==> config.mk <==
export PLATFORM = sky130hd
export DESIGN_NAME = button_event_ctrl
export DESIGN_NICKNAME = d
export VERILOG_FILES = /design/src/rtl/scope_ui_pkg.sv /design/src/rtl/tick_gen.sv /design/src/rtl/button_event_ctrl.sv
export SDC_FILE = /design/constraint.sdc
export NUM_CORES = 1
export LEC_CHECK = 0
export BUFFER_PORTS_ARGS = -buffer_cell sky130_fd_sc_hd__buf_4
export CAP_MARGIN = 20
export CORE_ASPECT_RATIO = 1.5
export CORE_MARGIN = 8
export CORE_UTILIZATION = 60
export DETAILED_ROUTE_END_ITERATION = 10
export PLACE_DENSITY = 0.78
export SLEW_MARGIN = 20
export SYNTH_ARGS = -nofsm -noshare
export SYNTH_HDL_FRONTEND = slang
export SYNTH_SLANG_ARGS = --single-unit
==> constraint.sdc <==
create_clock -name clock -period 4 [get_ports clock]
set_clock_uncertainty 0.2 [all_clocks]
set_input_delay 1.2 -clock clock [delete_from_list [all_inputs] [get_ports clock]]
set_output_delay 1.2 -clock clock [all_outputs]
set_load 0.005 [all_outputs]
==> src/rtl/scope_ui_pkg.sv <==
// Shared scope front-panel UI definitions: repeat FSM encoding and default
// time-base constants for a 50 MHz core clock.
package scope_ui_pkg;

    typedef enum logic [1:0] {
        ST_IDLE   = 2'd0,
        ST_HOLD   = 2'd1,
        ST_REPEAT = 2'd2
    } rep_state_t;

    localparam int TICK_DIV_1MS     = 50000;
    localparam int HOLD_TICKS_DEF   = 500;
    localparam int REPEAT_TICKS_DEF = 100;

    function automatic int max_int(input int a, input int b);
        return (a > b) ? a : b;
    endfunction

endpackage

==> src/rtl/tick_gen.sv <==
// Free-running divider producing a one-cycle tick every TICK_DIV clocks.
// Latency: tick is decoded combinationally from the counter; no backpressure.
module tick_gen #(
    parameter int TICK_DIV = 50000
) (
    input  logic clock,
    input  logic reset_n,
    output logic tick
);

    localparam int            CW   = (TICK_DIV > 1) ? $clog2(TICK_DIV) : 1;
    localparam logic [CW-1:0] LAST = CW'(TICK_DIV - 1);

    logic [CW-1:0] r_count;

    always_ff @(posedge clock or negedge reset_n) begin
        if (!reset_n) begin
            r_count <= '0;
        end else if (r_count == LAST) begin
            r_count <= '0;
        end else begin
            r_count <= r_count + 1'b1;
        end
    end

    assign tick = (r_count == LAST);

endmodule

==> src/rtl/button_event_ctrl.sv <==
// Serialises debounced button presses and auto-repeats into one event stream.
// Latency: press seen at edge k is presented after edge k+1; holds event while !evt_ready.
module button_event_ctrl
    import scope_ui_pkg::*;
#(
    parameter int N_BTN        = 4,
    parameter int TICK_DIV     = TICK_DIV_1MS,
    parameter int HOLD_TICKS   = HOLD_TICKS_DEF,
    parameter int REPEAT_TICKS = REPEAT_TICKS_DEF
) (
    input  logic                     clock,
    input  logic                     reset_n,
    input  logic [N_BTN-1:0]         btn,
    output logic                     evt_valid,
    input  logic                     evt_ready,
    output logic [$clog2(N_BTN)-1:0] evt_id,
    output logic                     evt_repeat,
    output logic [N_BTN-1:0]         held
);

    localparam int             IW     = $clog2(N_BTN);
    localparam int             NTW    = $clog2(max_int(HOLD_TICKS, REPEAT_TICKS) + 1);
    localparam logic [NTW-1:0] HOLD_C = NTW'(HOLD_TICKS);
    localparam logic [NTW-1:0] REP_C  = NTW'(REPEAT_TICKS);

    logic [N_BTN-1:0] r_held;
    logic [N_BTN-1:0] r_pending;
    logic             r_rep_pending;
    rep_state_t       r_state;
    logic [IW-1:0]    r_cur;
    logic [NTW-1:0]   r_ntick;
    logic             r_evt_valid;
    logic [IW-1:0]    r_evt_id;
    logic             r_evt_repeat;

    logic             w_tick;
    logic [N_BTN-1:0] w_rise;
    logic [IW-1:0]    w_pend_idx;
    logic [IW-1:0]    w_low_idx;
    logic             w_any_pend;
    logic             w_any_held;
    logic             w_load;
    logic             w_take_press;
    logic             w_take_rep;
    logic [N_BTN-1:0] w_pend_clr;
    logic [NTW-1:0]   w_ntick_inc;
    logic [NTW-1:0]   w_thresh;

    tick_gen #(.TICK_DIV(TICK_DIV)) u_tick_gen (
        .clock   (clock),
        .reset_n (reset_n),
        .tick    (w_tick)
    );

    // Lowest index wins both for press delivery and for repeat tracking.
    always_comb begin
        w_pend_idx = '0;
        w_low_idx  = '0;
        for (int i = N_BTN - 1; i >= 0; i--) begin
            if (r_pending[i]) w_pend_idx = IW'(i);
            if (r_held[i])    w_low_idx  = IW'(i);
        end
    end

    assign w_rise       = btn & ~r_held;
    assign w_any_pend   = |r_pending;
    assign w_any_held   = |r_held;
    assign w_load       = !r_evt_valid || evt_ready;
    assign w_take_press = w_load && w_any_pend;
    assign w_take_rep   = w_load && !w_any_pend && r_rep_pending;
    assign w_pend_clr   = w_take_press ? (N_BTN'(1) << w_pend_idx) : '0;
    assign w_ntick_inc  = r_ntick + 1'b1;
    assign w_thresh     = (r_state == ST_HOLD) ? HOLD_C : REP_C;

    // Reset to all-ones so buttons already down at reset release are not presses.
    always_ff @(posedge clock or negedge reset_n) begin
        if (!reset_n) begin
            r_held    <= '1;
            r_pending <= '0;
        end else begin
            r_held    <= btn;
            r_pending <= (r_pending & ~w_pend_clr) | w_rise;
        end
    end

    // Later assignments override the consume-clear, so a new period set wins.
    always_ff @(posedge clock or negedge reset_n) begin
        if (!reset_n) begin
            r_state       <= ST_IDLE;
            r_cur         <= '0;
            r_ntick       <= '0;
            r_rep_pending <= 1'b0;
        end else begin
            if (w_take_rep) r_rep_pending <= 1'b0;
            case (r_state)
                ST_IDLE: begin
                    if (w_any_held) begin
                        r_cur   <= w_low_idx;
                        r_ntick <= '0;
                        r_state <= ST_HOLD;
                    end
                end
                default: begin
                    if (!r_held[r_cur]) begin
                        r_state       <= ST_IDLE;
                        r_rep_pending <= 1'b0;
                    end else if (w_low_idx < r_cur) begin
                        r_cur         <= w_low_idx;
                        r_ntick       <= '0;
                        r_rep_pending <= 1'b0;
                        r_state       <= ST_HOLD;
                    end else if (w_tick) begin
                        if (w_ntick_inc == w_thresh) begin
                            r_rep_pending <= 1'b1;
                            r_ntick       <= '0;
                            r_state       <= ST_REPEAT;
                        end else begin
                            r_ntick <= w_ntick_inc;
                        end
                    end
                end
            endcase
        end
    end

    always_ff @(posedge clock or negedge reset_n) begin
        if (!reset_n) begin
            r_evt_valid  <= 1'b0;
            r_evt_id     <= '0;
            r_evt_repeat <= 1'b0;
        end else if (w_load) begin
            if (w_take_press) begin
                r_evt_valid  <= 1'b1;
                r_evt_id     <= w_pend_idx;
                r_evt_repeat <= 1'b0;
            end else if (w_take_rep) begin
                r_evt_valid  <= 1'b1;
                r_evt_id     <= r_cur;
                r_evt_repeat <= 1'b1;
            end else begin
                r_evt_valid  <= 1'b0;
            end
        end
    end

    assign evt_valid  = r_evt_valid;
    assign evt_id     = r_evt_id;
    assign evt_repeat = r_evt_repeat;
    assign held       = r_held;

endmodule

# Yosys cells after proc, flatten, opt, wreduce, memory -nomap -nowiden
# Cells that the tools add are included.
# op_classes
shifts	1
magnitude_cmp	2
n_eq_ne	6
n_reduce_logical	17
bitwise	5
add_sub_neg	2
mux	41
# ops
operator	count
$mux W9	7
$mux W2	20
$add A16 B1 Y16 const B	1
$eq A16 B16 Y1 const B	1
$mux W16	1
$mux W1	11
$add A9 B1 Y9 const B	1
$eq A9 B9 Y1	1
$reduce_and A3 Y1	3
$and A4 B4 Y4	2
$ne A4 B1 Y1 const B	2
$not A4 Y4	2
$reduce_or A4 Y1	2
$reduce_bool A2 Y1	3
$mux W4	1
$or A4 B4 Y4	1
$shl A1 B2 Y4 const A	1
$logic_and A1 B1 Y1	3
$lt A2 B3 Y1 const B	1
$reduce_bool A3 Y1	1
$bmux W1 S2	1
$eq A2 B1 Y1 const B	1
$logic_not A1 Y1	2
$logic_not A2 Y1	1
other kinds (4)	4
# word_totals
register_bits	42
elab_cells	84
out_inout_bits	8

# Logic depth before layout (Yosys ltp)
# Gate-level depths: netlist (run 1).
# logic_depth
depth_word	10
depth_mapped	9
ltp_nobuf	8

# By module
# Synthesis (run 1) repeated with hierarchy kept, for this count alone.
# hier_totals
hier_cells	211
hier_area_um2	2194.6
# by_module_without_submodules
mod	cells_each	seq_area_each_um2	area_per_inst_um2	instances
button_event_ctrl	144	655.6	1432.6	1
tick_gen	67	400.4	762.0	1

# Worst setup path after synthesis (run 1)
# Ideal clock, no wire load.
# synth_timing
path_kind	reg2reg
start	register r_held[3], in the netlist held[3]
end	register r_ntick[8]
synth_period_minus_slack_ns	2.605
path_stages_with_launch	10
t_arrival_ns	2.313
setup_slack_ns	1.395
path_cell_list	dfstp_2 > nor2_1 > nor3_1 > ha_1 > a21oi_1 > a21oi_1 > or2_0 > or3_1 > buf_2 > o31ai_2
# synth_between
elab_chain_cells	8
# synth_rtl
item	line_no	source
start: declaration	button_event_ctrl.sv:26	logic [N_BTN-1:0] r_held;
start signal: assignment	button_event_ctrl.sv:81	r_held <= btn;
$mux W2 (*) (4 in a row)	button_event_ctrl.sv:61	if (r_held[i]) w_low_idx = IW'(i);
via w_low_idx[1]	button_event_ctrl.sv:39	logic [IW-1:0] w_low_idx;
$lt A2 B2 Y1 (*)	button_event_ctrl.sv:107	end else if (w_low_idx < r_cur) begin
$mux W9	button_event_ctrl.sv:107	
$mux W9	button_event_ctrl.sv:104	if (!r_held[r_cur]) begin
$mux W9	button_event_ctrl.sv:95	case (r_state)
end signal: assignment	button_event_ctrl.sv:118	r_ntick <= w_ntick_inc;
end: declaration	button_event_ctrl.sv:31	logic [NTW-1:0] r_ntick;
# Mark *: on every way through the listed nets, which the timed path passes. The rest lies on a longest branch. The select of a mux whose other input is x is not followed.
# A chain may end at the register's enable or synchronous reset.

# Worst setup path in the final report (run 1)
# layout_timing
start	register u_tick_gen.r_count[7]
end	register r_ntick[5]
# layout_between
elab_chain_cells	3
# layout_rtl
item	line_no	source
start: declaration	tick_gen.sv:14	logic [CW-1:0] r_count;
start signal: assignment	tick_gen.sv:22	r_count <= r_count + 1'b1;
$eq A16 B16 Y1	tick_gen.sv:26	assign tick = (r_count == LAST);
$reduce_bool A3 Y1 (no source line)	--	
$reduce_and A3 Y1 (no source line)	--	
# No other way between the ends.

==> metrics.cfg, run 1 <==
[placed_design]
place_inst=267
hpwl_mm=3.41
port_buffers=14
gp_congestion=0.850

[floorplanning]
placementRows=26
die_x_um=64.7
die_area_um2=5770
coreArea_um2=3420
start_util_pct=62.6
io_pins=15
fp.dieH_um=89.1

[sta]
finalCritPeriodShare_pct=76.7
max_freq_mhz=326
tns_ns=0
rsz0062_at_grt=false
fin_crit_ns=3.07
hold_violations=0
setup_violations=0
tightest_slew_ns=0.755
slew_violations=0
max-slew-margin-rel_pct=49.0

[cells_and_area]
fin_cells=275
multi_input_area_um2=1010
mostFrequentLayoutCells=38 x dfrtp_1, 24 x nand2_1, 17 x nor2_1
area_delta_synth_final_pct=10.8
regArea_um2=1060
n_fill_cell=261
final_common_cell=dfrtp_1
drive_gt1_share_pct=15.0
num-nets-final=242
n_antenna_cell=0

[logic_synthesis]
netlist_instances=214
ys_ff_latch=42
ys_seq_area_share_pct=49.4
ys_types=48
synth_top_area_cell=dfrtp_1
synth_top_cells_by_area=dfrtp_1 44%, dfstp_2 4.9%, nand2_1 4.2%
syn_avg_cell_area_um2=9.99
asyncSetResetFlopFracSynth_pct=100
syn_area_um2=2140
yosysTopAreaCellShare_pct=44.5
synth_nets=224
synth-edff-count=0
synth-main-ff-cell=dfrtp_1
yosysWarnings=0

[clocking]
clkTransAtPathRegs_ns=0.08
post-cts-setup-buffers=0
cts_resized=0
cts_root_buf=clkbuf_8
htree_num_levels=2
clock_path_buffers=2
numCtsBuffers=5
cts_hold_buffers=0
clk_latency_ns=0.29
cts.sinks=42
cts_tree=built

[critical_path]
crit_type=flip-flop to flip-flop
worstPathArrival_ns=3.06
r2r_slack_ns=0.93
critPathMaxFanout=13
critPathRequiredTime_ns=3.99
r2r_cells=6
slowest_stage=nor4_4
critPathMaxStageDelay_ns=0.60
crit_path_end_kind=flip-flop
cp-start-kind=flip-flop
worstPathCellList=or4_4, nor4_4, a21oi_1, or2_0, or3_1, o41ai_2

[global_routing]
overflow=0
first_global_vias=1816
track_usage_pct=18.0
grt_first_pass_wirelength_mm=8.21
grt_start_max_net_pins=43
antenna_found_initial=0

[power]
p_leak_nw=1.03
peakVddDrop_mv=0.355
power.density_nw_per_um2=428

[detailed_routing]
num_vias=1672
postRouteAntennaNets=0
routed_via_density=6.08
drc=0
firstDrtPassIters=4
drt_iter0_markers=79
routed_wirelength_mm=4.53
routedWlPerCell_um=16.5

[flow_run]
max-cap-violations=0

[hold_path]
holdPathStages=1
hold_path.class=flip-flop to flip-flop

[status]
status=complete, no violations

final timing paths:
| kind | from | endpoint |
|---|---|---|
| hold / removal | u_tick_gen.r_count[13]$_DFF_PN0_ | u_tick_gen.r_count[13]$_DFF_PN0_ |
| max in group asynchronous | reset_n | held[1]$_DFF_PN1_ |
| hold reg to reg | u_tick_gen.r_count[13]$_DFF_PN0_ | u_tick_gen.r_count[13]$_DFF_PN0_ |
| setup reg to reg | u_tick_gen.r_count[7]$_DFF_PN0_ | r_ntick[5]$_DFFE_PN0P_ |
| setup / recovery | u_tick_gen.r_count[7]$_DFF_PN0_ | r_ntick[5]$_DFFE_PN0P_ |
| min in group asynchronous | reset_n | u_tick_gen.r_count[2]$_DFF_PN0_ |
critical path, delay by kind of cell (launching register included):
kind	cells	cell delay (ns)
AO/OA/AOI/OAI	2	0.40
flip-flops	1	0.42
AND/OR/NAND/NOR	4	1.94
power by group:
part / switching (mW) / internal [mW]
registers: 0.0416 / 0.461
logic: 0.158 / 0.0919
clock network: 0.140 / 0.123
total: 0.339 / 0.676
kinds of logic after synthesis:
family                   share of synthesized area [%]
XOR/XNOR                                          5.32
buffers and inverters                             3.22
flip-flops                                        49.4
adder cells (fa/ha/maj)                           1.76
AND/OR/NAND/NOR                                   21.5
AO/OA/AOI/OAI                                     15.9
multiplexers                                      2.98
state kept, by name, indices dropped and copies added (netlist names), 2 cells and up:
signal,cells
r_pending,4
evt_id,2
r_state,2
u_tick_gen.r_count,16
r_ntick,9
held,4
r_cur,2
through the flow:
| stage | power [mW] | setup WS [ns] | instance area [um^2] | util [%] | hold slack (ns) |
|---|---|---|---|---|---|
| detailed placement | 0.759 | 0.951 | 2280 | 66.8 | 0.292 |
| global route | 1.08 | 0.715 | 2370 | 69.4 | 0.321 |
| floorplan | 0.672 | 1.39 | 2140 | - | 0.249 |
| global placement | 0.738 | 1.10 | 2280 | 66.8 | 0.283 |
| CTS | 1.02 | 0.928 | 2370 | 69.4 | 0.307 |
| finish | 1.01 | 0.930 | 2370 | 69.4 | 0.301 |
synth_stat cells (all sizes together), types with 3 or more instances:
cell type   n
dfrtp      38
nand2      24
nor2       17
inv        15
o21ai      12
nand3      10
xor2        9
a21oi       7
nand2b      6
nor3        6
o32a        5
or3         5
and3        4
dfstp       4
o31ai       4
o41ai       4
xnor2       4
a31oi       3
ha          3
mux2i       3
nor2b       3
per-layer routing:
layer / track usage [%] / share of wire, %
met2: 32.7 / 54
met4: 8.96 / 2.5
met5: 0 / 0
met1: 19.4 / 41
met3: 3.64 / 2.6
cell type report:
cell class / count / share of cell area [%]
Clock buffer: 6 / 3.06
Timing Repair Buffer: 14 / 4.44
Inverter: 15 / 2.38
Clock inverter: 2 / 0.581
Multi-Input combinational cell: 154 / 42.8
Tap cell: 42 / 2.22
Sequential cell: 42 / 44.6
(Power assumes the default switching activity.)
==> run 2: changes to the inputs <==
--- a/config.mk
+++ b/config.mk
@@ -9,9 +9,9 @@
 export CAP_MARGIN = 20
 export CORE_ASPECT_RATIO = 1.5
 export CORE_MARGIN = 8
-export CORE_UTILIZATION = 60
+export CORE_UTILIZATION = 59
 export DETAILED_ROUTE_END_ITERATION = 10
-export PLACE_DENSITY = 0.78
+export PLACE_DENSITY = 0.77
 export SLEW_MARGIN = 20
 export SYNTH_ARGS = -nofsm -noshare
 export SYNTH_HDL_FRONTEND = slang
==> constraint.sdc (replaced) <==
create_clock -name clock -period 2.9 [get_ports clock]
set_clock_uncertainty 0.2 [all_clocks]
set_input_delay 0.87 -clock clock [delete_from_list [all_inputs] [get_ports clock]]
set_output_delay 0.87 -clock clock [all_outputs]
set_load 0.005 [all_outputs]
==> run 2 against run 1 <==
Clock power up 44%. Sequential power grew 38%. Via count shrank 0.78%. Utilization is 1.2 points lower. Wire length up 1.9%. Hold slack better by 0.0055 ns. Sequential cell count is the same. Final cell count is 3.3% higher. Worst setup slack worse by 0.71 ns. Critical endpoint is now r_ntick[6]$_DFFE_PN0P_. Largest cell class unchanged. Largest power group unchanged.
==> metrics.cfg, run 2 (synthesized netlist as in run 1, its figures left out) <==
[status]
status=complete, no violations  ; unchanged

[floorplanning]
start_util_pct=59.7  ; was 62.6%
die_area_um2=5850  ; was 5770 um^2
io_pins=15  ; unchanged
coreArea_um2=3580  ; was 3420 um^2
placementRows=27  ; was 26
fp.dieH_um=89.7  ; was 89.1 um
die_x_um=65.2  ; was 64.7 um

[cells_and_area]
drive_gt1_share_pct=18.3  ; was 15.0%
n_antenna_cell=0  ; unchanged
num-nets-final=250  ; was 242
largest_reg_flops=16  ; unchanged
top_register=u_tick_gen.r_count  ; unchanged
n_fill_cell=287  ; was 261
fin_cells=284  ; was 275
mostFrequentLayoutCells=38 x dfrtp_1, 24 x nand2_1, 22 x buf_4  ; was 38 x dfrtp_1, 24 x nand2_1, 17 x nor2_1
final_common_cell=dfrtp_1  ; unchanged
area_delta_synth_final_pct=14.2  ; was 10.8%
reg_top3=u_tick_gen.r_count: 16 flops, r_ntick: 9 flops  ; unchanged

[placed_design]
hpwl_mm=3.44  ; was 3.41 mm
port_buffers=14  ; unchanged
place_inst=276  ; was 267
gp_congestion=0.788  ; was 0.850
dp_slack_ns=0.150  ; was 0.951 ns

[detailed_routing]
firstDrtPassIters=4  ; unchanged
routed_via_density=5.84  ; was 6.08
drt_iter0_markers=59  ; was 79
routed_wirelength_mm=4.62  ; was 4.53 mm
num_vias=1659  ; was 1672
drc=0  ; unchanged
routedWlPerCell_um=16.3  ; was 16.5 um
postRouteAntennaNets=0  ; unchanged

[critical_path]
crit_type=flip-flop to flip-flop  ; unchanged
cp-start-kind=flip-flop  ; unchanged
crit_path_end_kind=flip-flop  ; unchanged
critPathMaxFanout=8  ; was 13
critPathRequiredTime_ns=2.90  ; was 3.99 ns
timing.rr.start=held[2]$_DFF_PN1_  ; was u_tick_gen.r_count[7]$_DFF_PN0_
r2r_slack_ns=0.22  ; was 0.93 ns
r2r_end=r_ntick[6]$_DFFE_PN0P_  ; was r_ntick[5]$_DFFE_PN0P_
worstPathArrival_ns=2.68  ; was 3.06 ns
r2r_cells=8  ; was 6

[global_routing]
track_usage_pct=17.1  ; was 18.0%
grt_first_pass_wirelength_mm=8.07  ; was 8.21 mm
first_global_vias=1797  ; was 1816
antenna_found_initial=0  ; unchanged
overflow=0  ; unchanged
grt_start_max_net_pins=43  ; unchanged

[clocking]
cts.sinks=42  ; unchanged
clk_latency_ns=0.29  ; about the same
cts_resized=0  ; unchanged
clkTransAtPathRegs_ns=0.08  ; about the same
numCtsBuffers=5  ; unchanged
cts_tree=built  ; unchanged
cts_root_buf=clkbuf_8  ; unchanged
htree_num_levels=2  ; unchanged
post-cts-setup-buffers=0  ; unchanged
cts_hold_buffers=0  ; unchanged
clock_path_buffers=2  ; unchanged

[power]
peakVddDrop_mv=0.509  ; was 0.355 mV
p_sw_share_pct=32.3  ; was 33.4%
pwr-share-clk_pct=26.3  ; was 25.9%
p_sw_uw=466  ; was 339 uW
power.density_nw_per_um2=591  ; was 428 nW/um^2
p_comb_share_pct=25.7  ; was 24.6%
p_int_uw=977  ; was 676 uW
p_total_mw=1.44  ; was 1.01 mW
pwr-share-seq_pct=48.0  ; was 49.5%
p_leak_nw=1.07  ; was 1.03 nW

[sta]
hold_violations=0  ; unchanged
finalCritPeriodShare_pct=92.3  ; was 76.7%
max-slew-margin-rel_pct=43.9  ; was 49.0%
setup_slack_ns=0.222  ; was 0.930 ns
tns_ns=0  ; unchanged
rsz0062_at_grt=false  ; unchanged
slew_violations=0  ; unchanged
max_freq_mhz=373  ; was 326 MHz
fin_crit_ns=2.68  ; was 3.07 ns
setup_violations=0  ; unchanged
tightest_slew_ns=0.831  ; was 0.755 ns

[hold_path]
worstHoldStart=u_tick_gen.r_count[5]$_DFF_PN0_  ; was u_tick_gen.r_count[13]$_DFF_PN0_
hold_path.class=flip-flop to flip-flop  ; unchanged
hold_path_end=u_tick_gen.r_count[5]$_DFF_PN0_  ; was u_tick_gen.r_count[13]$_DFF_PN0_
holdPathStages=1  ; unchanged

[flow_run]
max-cap-violations=0  ; unchanged

run 2: cell types whose count changed in the layout (fill, tap and decap cells not counted):
cell,previous run,this run
or3_4,0,1
buf_4,14,22
or3_1,5,4
clkinv_4,1,0
clkbuf_8,5,6
run 2: worst max-delay path, stage by stage (launching register included):
cell     delay, ns
dfstp_2       0.58
nor2_1        0.05
nor3_1        0.22
ha_1          0.30
a21oi_1       0.21
a21oi_1       0.11
or2_0         0.24
or3_4         0.45
o31ai_2       0.23
run 2: per-stage QoR:
step | instance area [um^2] | hold slack [ns] | util (%)
2_1_floorplan | 2140 | 0.249 | -
3_3_place_gp | 2340 | 0.280 | 65.5
3_5_place_dp | 2340 | 0.296 | 65.5
4_1_cts | 2440 | 0.307 | 68.0
5_1_grt | 2440 | 0.331 | 68.2
6_report | 2440 | 0.306 | 68.2
run 2: power by group through the flow:
| stage | Sequential [mW] | Combinational [mW] | Clock [mW] |
|---|---|---|---|
| detailed placement | 0.703 | 0.361 | 0 |
| floorplan | 0.687 | 0.240 | 0 |
| finish | 0.693 | 0.371 | 0.380 |
| global route | 0.699 | 0.416 | 0.403 |
| CTS | 0.692 | 0.364 | 0.390 |
| global placement | 0.700 | 0.356 | 0 |
run 2: how the worst max path moves through the flow:
stage	from	endpoint	slack [ns]	depth (start not counted)
floorplan	held[3]$_DFF_PN1_	r_ntick[8]$_DFFE_PN0P_	0.29	9
global placement	held[2]$_DFF_PN1_	r_ntick[8]$_DFFE_PN0P_	0.22	8
detailed placement	held[2]$_DFF_PN1_	r_ntick[6]$_DFFE_PN0P_	0.15	8
CTS	held[2]$_DFF_PN1_	r_ntick[6]$_DFFE_PN0P_	0.12	8
global route	held[2]$_DFF_PN1_	r_ntick[4]$_DFFE_PN0P_	0.02	8
finish	held[2]$_DFF_PN1_	r_ntick[6]$_DFFE_PN0P_	0.22	8
run 2: cell type report:
type / count / area [um^2] / share of cell area (%)
multi-input cells: 154 / 1020 / 41.7
flip-flops and latches: 42 / 1060 / 43.3
repair buffers: 22 / 165 / 6.77
clock inverters: 1 / 5.00 / 0.205
clock buffers: 7 / 86.3 / 3.54
inverters: 15 / 56.3 / 2.31
well taps: 43 / 53.8 / 2.20
run 2: layer usage:
| layer | wire (um) | GRT usage (%) | vias to the layer above |
|---|---|---|---|
| met5 | 0 | 0 | - |
| met1 | 1780 | 17.1 | 806 |
| met2 | 2590 | 32.0 | 28 |
| met4 | 109 | 7.31 | 0 |
| li1 | - | - | 813 |
| met3 | 143 | 3.73 | 12 |
==> run 3: changes to the inputs <==
--- a/config.mk
+++ b/config.mk
@@ -7,11 +7,13 @@
 export LEC_CHECK = 0
 export BUFFER_PORTS_ARGS = -buffer_cell sky130_fd_sc_hd__buf_4
 export CAP_MARGIN = 20
+export CELL_PAD_IN_SITES_DETAIL_PLACEMENT = 0
+export CELL_PAD_IN_SITES_GLOBAL_PLACEMENT = 1
 export CORE_ASPECT_RATIO = 1.5
 export CORE_MARGIN = 8
-export CORE_UTILIZATION = 59
+export CORE_UTILIZATION = 47
 export DETAILED_ROUTE_END_ITERATION = 10
-export PLACE_DENSITY = 0.77
+export PLACE_DENSITY = 0.78
 export SLEW_MARGIN = 20
 export SYNTH_ARGS = -nofsm -noshare
 export SYNTH_HDL_FRONTEND = slang
==> constraint.sdc (replaced) <==
create_clock -name clock -period 2.5 [get_ports clock]
set_clock_uncertainty 0.2 [all_clocks]
set_input_delay 0.75 -clock clock [delete_from_list [all_inputs] [get_ports clock]]
set_output_delay 0.75 -clock clock [all_outputs]
set_load 0.005 [all_outputs]
==> run 3 against run 2 <==
Power grew 22%. Final cell count rose by 10%. Worst setup slack worse by 0.17 ns. Design area is 8.6% higher. Die area grew 20%. Sequential share of layout area shrank 3.4 points. Fmax up 9.5%. Wire length grew 4.8%. Combinational power is 42% higher. Sequential cell count stayed put. Hold slack worse by 0.074 ns. Critical path type unchanged. Count of clock-buffer cells in the layout stayed put.
==> metrics.cfg, run 3 (synthesized netlist as in run 1, its figures left out) <==
[status]
status=complete, no violations  ; unchanged

[floorplanning]
io_pins=15  ; unchanged
fp.dieH_um=98.6  ; was 89.7 um
die_x_um=71.1  ; was 65.2 um
placementRows=30  ; was 27
start_util_pct=47.9  ; was 59.7%
die_area_um2=7010  ; was 5850 um^2
coreArea_um2=4470  ; was 3580 um^2

[sta]
slew_violations=0  ; unchanged
hold_violations=0  ; unchanged
tightest_slew_ns=0.568  ; was 0.831 ns
max_freq_mhz=409  ; was 373 MHz
whs_ns=0.232  ; was 0.306 ns
setup_violations=0  ; unchanged
setup_slack_ns=0.0542  ; was 0.222 ns
fin_crit_ns=2.45  ; was 2.68 ns
max-slew-margin-rel_pct=61.6  ; was 43.9%
rsz0062_at_grt=true  ; was false
finalCritPeriodShare_pct=97.8  ; was 92.3%
tns_ns=0  ; unchanged

[critical_path]
critPathRequiredTime_ns=2.51  ; was 2.90 ns
critPathMaxFanout=8  ; unchanged
worstPathArrival_ns=2.45  ; was 2.68 ns
crit_type=flip-flop to flip-flop  ; unchanged
slowest_stage=dfstp_2  ; unchanged
worstPathCellList=nor2_2, nor3_2, ha_1, a21oi_2, a21oi_1, or2_1, or3_4, o31ai_2  ; was nor2_1, nor3_1, ha_1, a21oi_1, a21oi_1, or2_0, or3_4, o31ai_2
timing.rr.start=held[3]$_DFF_PN1_  ; was held[2]$_DFF_PN1_
r2r_slack_ns=0.05  ; was 0.22 ns
crit_path_end_kind=flip-flop  ; unchanged
critPathMaxStageDelay_ns=0.54  ; was 0.58 ns
cp-start-kind=flip-flop  ; unchanged
crit_start=held[3]$_DFF_PN1_  ; was held[2]$_DFF_PN1_
r2r_cells=8  ; unchanged
r2r_end=r_ntick[8]$_DFFE_PN0P_  ; was r_ntick[6]$_DFFE_PN0P_

[flow_run]
max-cap-violations=0  ; unchanged

[clocking]
cts_hold_buffers=0  ; unchanged
cts.sinks=42  ; unchanged
cts_tree=built  ; unchanged
htree_num_levels=2  ; unchanged
cts_root_buf=clkbuf_8  ; unchanged
clock_path_buffers=2  ; unchanged
numCtsBuffers=5  ; unchanged
clkTransAtPathRegs_ns=0.08  ; about the same
clk_latency_ns=0.29  ; about the same

[power]
p_total_mw=1.77  ; was 1.44 mW
p_leak_nw=1.20  ; was 1.07 nW
peakVddDrop_mv=0.379  ; was 0.509 mV
p_int_mw=1.20  ; was 977 uW
p_sw_share_pct=32.0  ; was 32.3%
p_comb_share_pct=29.8  ; was 25.7%
power.density_nw_per_um2=666  ; was 591 nW/um^2
pwr-share-clk_pct=25.4  ; was 26.3%
pwr-share-seq_pct=44.8  ; was 48.0%
p_sw_uw=565  ; was 466 uW

[cells_and_area]
mostFrequentLayoutCells=46 x buf_4, 38 x dfrtp_1, 23 x nand2_1  ; was 38 x dfrtp_1, 24 x nand2_1, 22 x buf_4
drive_gt1_share_pct=27.9  ; was 18.3%
reg_top3=u_tick_gen.r_count: 16 flops, r_ntick: 9 flops  ; unchanged
final_common_cell=buf_4  ; was dfrtp_1
num-nets-final=274  ; was 250
area_delta_synth_final_pct=24.0  ; was 14.2%
n_antenna_cell=0  ; unchanged
largest_reg_flops=16  ; unchanged
final_area_um2=2650  ; was 2440 um^2
final_core_util_pct=59.4  ; was 68.2%
fin_cells=313  ; was 284
top_register=u_tick_gen.r_count  ; unchanged

[placed_design]
gp_congestion=0.881  ; was 0.788
post_dp_cell_area_um2=2540  ; was 2340 um^2
hpwl_mm=3.68  ; was 3.44 mm
port_buffers=14  ; unchanged
place_inst=303  ; was 276
dp_slack_ns=-0.0921  ; was 0.150 ns

[global_routing]
grt_start_max_net_pins=43  ; unchanged
first_global_vias=1888  ; was 1797
track_usage_pct=15.2  ; was 17.1%
grt_first_pass_wirelength_mm=8.54  ; was 8.07 mm
overflow=0  ; unchanged
antenna_found_initial=0  ; unchanged

[hold_path]
hold_path.class=input pin to async pin  ; was flip-flop to flip-flop

[detailed_routing]
num_vias=1756  ; was 1659
postRouteAntennaNets=0  ; unchanged
firstDrtPassIters=4  ; unchanged
routed_via_density=5.61  ; was 5.84
drc=0  ; unchanged
routed_wirelength_mm=4.84  ; was 4.62 mm
drt_iter0_markers=80  ; was 59
routedWlPerCell_um=15.5  ; was 16.3 um

## run 3: repair_timing
action                     in CTS  in global routing
setup endpoints to repair       8                  8
resized for setup               1                  2
pin swaps                       1                  1
setup buffers                   0                  2
## run 3: how the worst max path moves through the flow
stage,to,slack (ns),cells after the start
2_1_floorplan,r_ntick[8]$_DFFE_PN0P_,0.01,8
3_3_place_gp,r_ntick[6]$_DFFE_PN0P_,-0.04,6
3_5_place_dp,r_ntick[8]$_DFFE_PN0P_,-0.09,8
4_1_cts,r_ntick[8]$_DFFE_PN0P_,0.04,8
5_1_grt,r_ntick[8]$_DFFE_PN0P_,-0.04,8
6_report,r_ntick[8]$_DFFE_PN0P_,0.05,8
## run 3: power by group through the flow
stage / combinational, mW / sequential (mW) / clock (mW)
2_1_floorplan: 0.287 / 0.799 / 0
3_3_place_gp: 0.506 / 0.802 / 0
3_5_place_dp: 0.510 / 0.804 / 0
4_1_cts: 0.521 / 0.791 / 0.459
5_1_grt: 0.581 / 0.801 / 0.485
6_report: 0.527 / 0.791 / 0.448
## run 3: final cells by class
cell class	instances	area (um^2)
Multi-Input combinational cell	154	1040
Clock buffer	7	86.3
Timing Repair Buffer	46	345
Tap cell	48	60.1
Clock inverter	1	5.00
Sequential cell	42	1060
Inverter	15	56.3
Fill cell	398	1820
## run 3: worst max-delay path: cells and delay by family (launching register included)
family	cells	cell delay, ns
adders and majority gates	1	0.28
and+or+nand+nor	4	0.84
DFF	1	0.54
AOI/OAI and AO/OA	3	0.49
## run 3: layer usage
metal	part of all wire (%)	wire length (um)	global-route usage, %
met5	0	0	0
met4	2.3	109	7.89
met2	54	2610	26.7
met3	2.8	136	3.15
met1	41	1990	16.7
